`config.mk`:
```
export PLATFORM = sky130hd
export DESIGN_NAME = risc_fetch_unit_flat
export DESIGN_NICKNAME = d
export VERILOG_FILES = /design/src/rtl/risc_fetch_unit_if.sv /design/src/rtl/risc_fetch_unit.sv /design/src/flat_wrapper.sv
export SDC_FILE = /design/constraint.sdc
export NUM_CORES = 1
export LEC_CHECK = 0
export CORE_MARGIN = 8
export CORE_UTILIZATION = 35
export DETAILED_ROUTE_END_ITERATION = 8
export PLACE_DENSITY_LB_ADDON = 0.1
export SKIP_CTS_REPAIR_TIMING = 1
export SYNTH_ARGS = -nofsm -noshare
export SYNTH_HDL_FRONTEND = slang
export SYNTH_SLANG_ARGS = --single-unit
```
`constraint.sdc`:
```
create_clock -name clk -period 3.7 [get_ports clk]
set_input_delay 0.74 -clock clk [delete_from_list [all_inputs] [get_ports clk]]
set_output_delay 0.74 -clock clk [all_outputs]
set_load 0.05 [all_outputs]
```
`src/rtl/risc_fetch_unit_if.sv`:
```
// -----------------------------------------------------------------------------
// risc_fetch_unit_if
// Bundles the fetch unit's memory read port, the redirect input from execute,
// and the valid/ready instruction port towards decode/execute.
//   master : the fetch unit side (drives mem_req/mem_addr, ir_*, halted)
//   slave  : the environment side (instruction memory + execute stage)
// Signals:
//   mem_req, mem_addr      read request / address to instruction memory
//   mem_gnt                memory accepts the request this cycle
//   mem_rvalid, mem_rdata  in-order read return
//   redirect, redirect_pc  taken-branch flush and new fetch address
//   ir_valid, ir_ready     head-of-queue handshake (pop on valid & ready)
//   ir, ir_pc              head instruction word and its address
//   halted                 fetch stopped on HLT
// -----------------------------------------------------------------------------
interface risc_fetch_unit_if #(
    parameter int unsigned WIDTH    = 32,
    parameter int unsigned ADDRSIZE = 12
);
    logic                mem_req;
    logic [ADDRSIZE-1:0] mem_addr;
    logic                mem_gnt;
    logic                mem_rvalid;
    logic [WIDTH-1:0]    mem_rdata;
    logic                redirect;
    logic [ADDRSIZE-1:0] redirect_pc;
    logic                ir_valid;
    logic                ir_ready;
    logic [WIDTH-1:0]    ir;
    logic [ADDRSIZE-1:0] ir_pc;
    logic                halted;

    modport master (
        output mem_req, mem_addr,
        input  mem_gnt, mem_rvalid, mem_rdata,
        input  redirect, redirect_pc,
        output ir_valid,
        input  ir_ready,
        output ir, ir_pc, halted
    );

    modport slave (
        input  mem_req, mem_addr,
        output mem_gnt, mem_rvalid, mem_rdata,
        output redirect, redirect_pc,
        input  ir_valid,
        output ir_ready,
        input  ir, ir_pc, halted
    );
endinterface

```
`src/rtl/risc_fetch_unit.sv`:
```
// -----------------------------------------------------------------------------
// risc_fetch_unit
// Instruction fetch front end: holds the PC, issues in-order reads to
// instruction memory, buffers returned words in a DEPTH-entry prefetch queue
// and presents the head to execute over a valid/ready port. A redirect from
// execute flushes the queue and marks in-flight reads as stale.
// Ports:
//   clk    core clock, rising edge
//   reset  synchronous, active-high
//   bus    risc_fetch_unit_if.master (memory port, redirect, ir port, halted)
// Optional feature:
//   FETCH_HALT_DETECT_EN  when defined, a kept word with opcode 4'b1001 (HLT)
//                         stops issuing and drops the reads still in flight;
//                         otherwise halted is tied to 0.
// -----------------------------------------------------------------------------
module risc_fetch_unit #(
    parameter int unsigned WIDTH    = 32,
    parameter int unsigned ADDRSIZE = 12,
    parameter int unsigned DEPTH    = 4
) (
    input  logic             clk,
    input  logic             reset,
    risc_fetch_unit_if.master bus
);
    localparam int unsigned PW = $clog2(DEPTH);
    localparam int unsigned CW = $clog2(DEPTH + 1);
    localparam logic [CW:0] DepthW = (CW + 1)'(DEPTH);

    logic [WIDTH-1:0]    q_data [DEPTH];
    logic [ADDRSIZE-1:0] q_pc   [DEPTH];

    logic [PW-1:0]       wr_ptr_q, wr_ptr_d, rd_ptr_q, rd_ptr_d;
    logic [CW-1:0]       count_q, count_d, outst_q, outst_d, stale_q, stale_d;
    logic [ADDRSIZE-1:0] pc_q, pc_d, ret_pc_q, ret_pc_d;

    logic credit_ok, grant, keep, enq, pop;

`ifdef FETCH_HALT_DETECT_EN
    logic halted_q, halted_d, is_hlt;
    assign is_hlt = keep && (bus.mem_rdata[WIDTH-1 -: 4] == 4'b1001);
`else
    logic halted_q;
    assign halted_q = 1'b0;
`endif

    // Credit counts both buffered words and reads still in flight, so every
    // return is guaranteed a free slot.
    assign credit_ok   = ({1'b0, count_q} + {1'b0, outst_q}) < DepthW;
    assign bus.mem_req = !reset && !bus.redirect && !halted_q && credit_ok;
    assign bus.mem_addr = pc_q;
    assign grant       = bus.mem_req && bus.mem_gnt;
    assign keep        = bus.mem_rvalid && (stale_q == '0);
    assign enq         = keep && !bus.redirect;

    assign bus.ir_valid = (count_q != '0);
    assign bus.ir       = q_data[rd_ptr_q];
    assign bus.ir_pc    = q_pc[rd_ptr_q];
    assign bus.halted   = halted_q;
    assign pop          = bus.ir_valid && bus.ir_ready;

    always_comb begin
        outst_d = outst_q;
        if (grant && !bus.mem_rvalid) begin
            outst_d = outst_q + CW'(1);
        end else if (!grant && bus.mem_rvalid) begin
            outst_d = outst_q - CW'(1);
        end

        pc_d     = grant ? pc_q + ADDRSIZE'(1) : pc_q;
        ret_pc_d = keep ? ret_pc_q + ADDRSIZE'(1) : ret_pc_q;
        wr_ptr_d = keep ? wr_ptr_q + PW'(1) : wr_ptr_q;
        rd_ptr_d = pop ? rd_ptr_q + PW'(1) : rd_ptr_q;

        count_d = count_q;
        if (keep && !pop) begin
            count_d = count_q + CW'(1);
        end else if (!keep && pop) begin
            count_d = count_q - CW'(1);
        end

        stale_d = stale_q;
        if (bus.mem_rvalid && (stale_q != '0)) begin
            stale_d = stale_q - CW'(1);
        end

`ifdef FETCH_HALT_DETECT_EN
        halted_d = halted_q;
        if (is_hlt) begin
            // Everything still in flight after the HLT belongs to dead code.
            halted_d = 1'b1;
            stale_d  = outst_d;
        end
`endif

        if (bus.redirect) begin
            count_d  = '0;
            wr_ptr_d = '0;
            rd_ptr_d = '0;
            pc_d     = bus.redirect_pc;
            ret_pc_d = bus.redirect_pc;
            stale_d  = outst_d;
`ifdef FETCH_HALT_DETECT_EN
            halted_d = 1'b0;
`endif
        end
    end

    always_ff @(posedge clk) begin
        if (reset) begin
            pc_q     <= '0;
            ret_pc_q <= '0;
            wr_ptr_q <= '0;
            rd_ptr_q <= '0;
            count_q  <= '0;
            outst_q  <= '0;
            stale_q  <= '0;
        end else begin
            pc_q     <= pc_d;
            ret_pc_q <= ret_pc_d;
            wr_ptr_q <= wr_ptr_d;
            rd_ptr_q <= rd_ptr_d;
            count_q  <= count_d;
            outst_q  <= outst_d;
            stale_q  <= stale_d;
        end
    end

`ifdef FETCH_HALT_DETECT_EN
    always_ff @(posedge clk) begin
        if (reset) begin
            halted_q <= 1'b0;
        end else begin
            halted_q <= halted_d;
        end
    end
`endif

    // Queue storage needs no reset: count gates visibility.
    always_ff @(posedge clk) begin
        if (enq) begin
            q_data[wr_ptr_q] <= bus.mem_rdata;
            q_pc[wr_ptr_q]   <= ret_pc_q;
        end
    end
endmodule
```
`src/flat_wrapper.sv`:
```
// flat-port wrapper written by rule: the top's interface ports become plain ports
module risc_fetch_unit_flat 
#(
    parameter int unsigned WIDTH    = 32,
    parameter int unsigned ADDRSIZE = 12,
    parameter int unsigned DEPTH    = 4
)
  (clk, reset, bus_mem_req, bus_mem_addr, bus_mem_gnt, bus_mem_rvalid, bus_mem_rdata, bus_redirect, bus_redirect_pc, bus_ir_valid, bus_ir_ready, bus_ir, bus_ir_pc, bus_halted);
  risc_fetch_unit_if #(.WIDTH(WIDTH), .ADDRSIZE(ADDRSIZE)) bus_i ();
  input  logic clk;
  input  logic reset;
  output wire logic [$bits(bus_i.mem_req)-1:0] bus_mem_req;
  output wire logic [$bits(bus_i.mem_addr)-1:0] bus_mem_addr;
  input wire logic [$bits(bus_i.mem_gnt)-1:0] bus_mem_gnt;
  input wire logic [$bits(bus_i.mem_rvalid)-1:0] bus_mem_rvalid;
  input wire logic [$bits(bus_i.mem_rdata)-1:0] bus_mem_rdata;
  input wire logic [$bits(bus_i.redirect)-1:0] bus_redirect;
  input wire logic [$bits(bus_i.redirect_pc)-1:0] bus_redirect_pc;
  output wire logic [$bits(bus_i.ir_valid)-1:0] bus_ir_valid;
  input wire logic [$bits(bus_i.ir_ready)-1:0] bus_ir_ready;
  output wire logic [$bits(bus_i.ir)-1:0] bus_ir;
  output wire logic [$bits(bus_i.ir_pc)-1:0] bus_ir_pc;
  output wire logic [$bits(bus_i.halted)-1:0] bus_halted;
  assign bus_mem_req = bus_i.mem_req;
  assign bus_mem_addr = bus_i.mem_addr;
  assign bus_i.mem_gnt = bus_mem_gnt;
  assign bus_i.mem_rvalid = bus_mem_rvalid;
  assign bus_i.mem_rdata = bus_mem_rdata;
  assign bus_i.redirect = bus_redirect;
  assign bus_i.redirect_pc = bus_redirect_pc;
  assign bus_ir_valid = bus_i.ir_valid;
  assign bus_i.ir_ready = bus_ir_ready;
  assign bus_ir = bus_i.ir;
  assign bus_ir_pc = bus_i.ir_pc;
  assign bus_halted = bus_i.halted;
  risc_fetch_unit #(.WIDTH(WIDTH), .ADDRSIZE(ADDRSIZE), .DEPTH(DEPTH)) u_core (.clk(clk), .reset(reset), .bus(bus_i));
endmodule
```
==> qor_table.md, run 1 <==
| Item | Value | Unit |
|:---|:---|:---|
| Status | complete, no violations | - |
| Maximum number of pins on one net before global-route repair | 32 | - |
| Number of distinct library cells after synthesis | 56 | - |
| Root cell of the clock tree | sky130_fd_sc_hd__clkbuf_16 | - |
| Required time of the critical path | 2960 | ps |
| Ant. Diodes | 0 | - |
| Power, Total | 5680 | µW |
| Met1 wire length | 7790 | µm |
| Maximum level of the CTS H-tree | 1 | - |
| TritonCTS buffer count | 23 | - |
| MaxCap Viol Count | 0 | - |
| TritonRoute pass-1 iters | 4 | - |
| Floorplan die area | 0.0297 | mm² |
| Worst-path fanout max | 13 | - |
| Static Leak | 0.00353 | µW |
| First-pass GRT wire length | 28900 | µm |
| Most numerous cell in the Yosys netlist | sky130_fd_sc_hd__edfxtp_1 | - |
| Slew of the pin with the lowest slew margin | 573 | ps |
| Chip height | 172 | µm |
| Final worst path period share | 90.2 | % |
| Fill cell count | 2110 | - |
| Commonest cells post-synth | sky130_fd_sc_hd__edfxtp_1 (176), sky130_fd_sc_hd__mux4_2 (44), sky130_fd_sc_hd__dfxtp_1 (39) | - |
| Max-slew violation count | 0 | - |
| Port Buffers | 107 | - |
| Final net count | 678 | - |
| Final critical-path required period | 3340 | ps |
| Highest routed metal layer | met4 | - |
| CP Capture Type | output port | - |
| Number of hold violations in the final report | 0 | - |
| Overall overflow remaining after global route | 0 | - |
| Fraction of post-synthesis cell area in the top cell type by area | 61.7 | % |
| Post-synth EDFFs | 176 | - |
| Syn Nets | 554 | - |
| Sequential cell area fraction in the yosys report | 70.8 | % |
| Number of synthesized register bits | 215 | - |
| Synthesis Warnings | 0 | - |
| Post-synthesis average cell area | 17.5 | µm² |
| RSZ-0062 raised after global routing | no | - |
| Via count of the first global-routing pass | 5224 | - |
| Crit path arrival time | 2600 | ps |
| Clock Sinks | 215 | - |
| CTS clock-pin slew for the worst setup and hold paths | 60 | ps |
| Top-Level Pins | 109 | - |
| Worst-Skew Late Latency | 490 | ps |
| Post-DP HPWL | 12200 | µm |
| Overall die width | 172 | µm |
| Weighted congestion at the end of routability-driven global placement | 0.823 | - |
| Initial core utilization | 35.4 | % |
| Share of flip-flops with an asynchronous set or reset | 0 | % |
| Overall routing resource usage | 12.5 | % |
| Final cell area excluding filler cells | 0.0109 | mm² |
| Maximum buffer depth of the clock tree | 3 | - |
| Primary flip-flop cell chosen by synthesis mapping | sky130_fd_sc_hd__edfxtp_1 | - |
| Initial drt markers | 168 | - |
| Mapped Cells | 490 | - |
| Detailed-route vias per instance | 4.96 | - |
| Kind of critical path | register to output port | - |
| Detailed-route wire length per cell | 19.2 | µm |
| Post-synthesis instance area | 0.00856 | mm² |
| Vias after detailed routing | 4730 | - |
| Met3 WL | 1150 | µm |
| Total number of placement rows | 57 | - |
| Share of post-route cells with drive strength above 1 | 16.8 | % |
| Initial antenna violation count | 0 | - |
| TritonCTS clock tree | built | - |
| Core Region | 0.0242 | mm² |
| Post-route ant nets | 0 | - |
| Worst rel slew slack | 61.7 | % |
| Total Routed Length | 18300 | µm |
| Highest ir drop seen on vdd | 242 | µV |
| Post-Route Skew | 9.90 | ps |
| DRC viols | 0 | - |
| Fmax | 300 | MHz |
| Layout-stage area growth over the synthesis result | 27.1 | % |
| Total met2 wirelength after detailed routing | 9130 | µm |
| P per Cell Area | 521 | mW/mm² |
| Category of the worst setup path launch point | register | - |
| Total setup violations reported at the end of the flow | 0 | - |
| Top cell type by total area after synthesis | sky130_fd_sc_hd__edfxtp_1 | - |
| Min-Delay Path Class | register to register | - |
| Synth top area cells | sky130_fd_sc_hd__edfxtp_1 (62%), sky130_fd_sc_hd__mux4_2 (12%), sky130_fd_sc_hd__dfxtp_1 (9.1%) | - |
| Setup tns final | 0 | ps |
| Placed inst area | 0.0102 | mm² |
## worst max-delay path, cell delays in order, from the launching register on
cell and delay, ps:
sky130_fd_sc_hd__dfxtp_4 510, sky130_fd_sc_hd__buf_4 320, sky130_fd_sc_hd__mux4_2 560, sky130_fd_sc_hd__clkdlybuf4s50_1 720
## registers in the layout, summed over array words and instances, names as in the netlist, named ones only
name / cells
u_core.bus.mem_addr: 12
u_core.count_q: 3
u_core.rd_ptr_q: 2
u_core.q_data: 128
u_core.outst_q: 3
u_core.wr_ptr_q: 2
u_core.q_pc: 48
u_core.ret_pc_q: 12
u_core.stale_q: 3
## path summary, 6_finish.rpt
check	cells past startpoint	to	start	slack, ps
worst max-delay path	3	bus_ir[1]	register	360
worst min-delay path	2	u_core.wr_ptr_q[0]	u_core.wr_ptr_q[0]	510
worst max register to register	10	u_core.count_q[2]	u_core.stale_q[0]	1250
worst min register to register	2	u_core.wr_ptr_q[0]	u_core.wr_ptr_q[0]	510
## layout by cell type, fill, tap and decap left out, types with 2 or more instances in the layout
cell type | synthesis | routed
sky130_fd_sc_hd__buf_4 | 1 | 7
sky130_fd_sc_hd__nor3_1 | 4 | 4
sky130_fd_sc_hd__a211oi_1 | 6 | 6
sky130_fd_sc_hd__and3_2 | 0 | 4
sky130_fd_sc_hd__nand2_1 | 26 | 26
sky130_fd_sc_hd__nor2b_1 | 2 | 2
sky130_fd_sc_hd__clkdlybuf4s50_1 | 0 | 106
sky130_fd_sc_hd__ha_1 | 13 | 13
sky130_fd_sc_hd__o21ai_0 | 3 | 3
sky130_fd_sc_hd__clkinv_1 | 1 | 2
sky130_fd_sc_hd__clkbuf_1 | 14 | 10
sky130_fd_sc_hd__o211ai_1 | 5 | 5
sky130_fd_sc_hd__a31oi_1 | 10 | 10
sky130_fd_sc_hd__and3_1 | 9 | 5
sky130_fd_sc_hd__nor4_1 | 2 | 2
sky130_fd_sc_hd__xnor2_1 | 7 | 7
sky130_fd_sc_hd__clkinv_2 | 0 | 2
sky130_fd_sc_hd__a21boi_0 | 3 | 3
sky130_fd_sc_hd__and4_1 | 3 | 3
sky130_fd_sc_hd__clkbuf_16 | 0 | 23
sky130_fd_sc_hd__dfxtp_1 | 39 | 37
sky130_fd_sc_hd__a21oi_1 | 7 | 7
sky130_fd_sc_hd__o21a_1 | 2 | 2
sky130_fd_sc_hd__o31a_1 | 4 | 4
sky130_fd_sc_hd__clkbuf_8 | 0 | 4
sky130_fd_sc_hd__mux4_2 | 44 | 44
sky130_fd_sc_hd__a311oi_1 | 3 | 3
sky130_fd_sc_hd__xor2_1 | 8 | 8
sky130_fd_sc_hd__mux2i_1 | 5 | 5
sky130_fd_sc_hd__inv_1 | 11 | 11
sky130_fd_sc_hd__nand3_1 | 16 | 16
sky130_fd_sc_hd__nand4_1 | 5 | 5
sky130_fd_sc_hd__buf_12 | 0 | 10
sky130_fd_sc_hd__edfxtp_1 | 176 | 176
sky130_fd_sc_hd__nand2b_1 | 2 | 2
sky130_fd_sc_hd__or3_1 | 8 | 8
sky130_fd_sc_hd__nor2_1 | 19 | 19
## layout make-up
cell class / count / area [µm²] / share of cell area [%]
Sequential cell: 215 / 6070 / 55.8
Timing Repair Buffer: 123 / 1310 / 12.1
Multi-Input combinational cell: 239 / 2340 / 21.5
Clock inverter: 4 / 43.8 / 0.402
Inverter: 12 / 45.0 / 0.414
Tap cell: 324 / 405 / 3.72
Clock buffer: 37 / 668 / 6.14
## stage by stage
stage               setup WS [ps]  util (%)  instances  hold WS, ps
floorplan                    1030         -        490          458
global placement              705      42.1        913          480
detailed placement            600      42.1        913          497
CTS                           251      45.0        954          506
global route                  195      45.0        954          538
finish                        364      45.0        954          505
## where the power goes
group	internal, µW	switching, µW	total (µW)
Combinational	309	445	754
Clock	1300	858	2160
Sequential	2700	66.1	2770
Total	4310	1370	5680
## cell families (layout without fill, tap and decap cells)
kind of cell             count (synthesis)  count (layout)  synth area share, %
AO/OA/AOI/OAI                           52              52                 4.43
XOR/XNOR                                15              15                 1.53
other                                    1               1               0.0438
buffers and inverters                   36             176                 1.90
AND/OR/NAND/NOR                        107             107                 6.85
flip-flops                             215             215                 70.8
multiplexers                            50              50                 12.3
adder cells (fa/ha/maj)                 14              14                 2.13
## per-layer routing
layer / up-vias / track usage [%]
met5: - / 0
li1: 2205 / -
met2: 109 / 21.9
met1: 2394 / 15.3
met4: 0 / 3.15
met3: 22 / 2.85
(Power assumes the default switching activity.)
==> run 2, diff against run 1 <==
Settings changed: ABC_AREA set to 0.
==> results of run 2 <==
The final DEF is identical to that of run 1; final timing and power are the same.
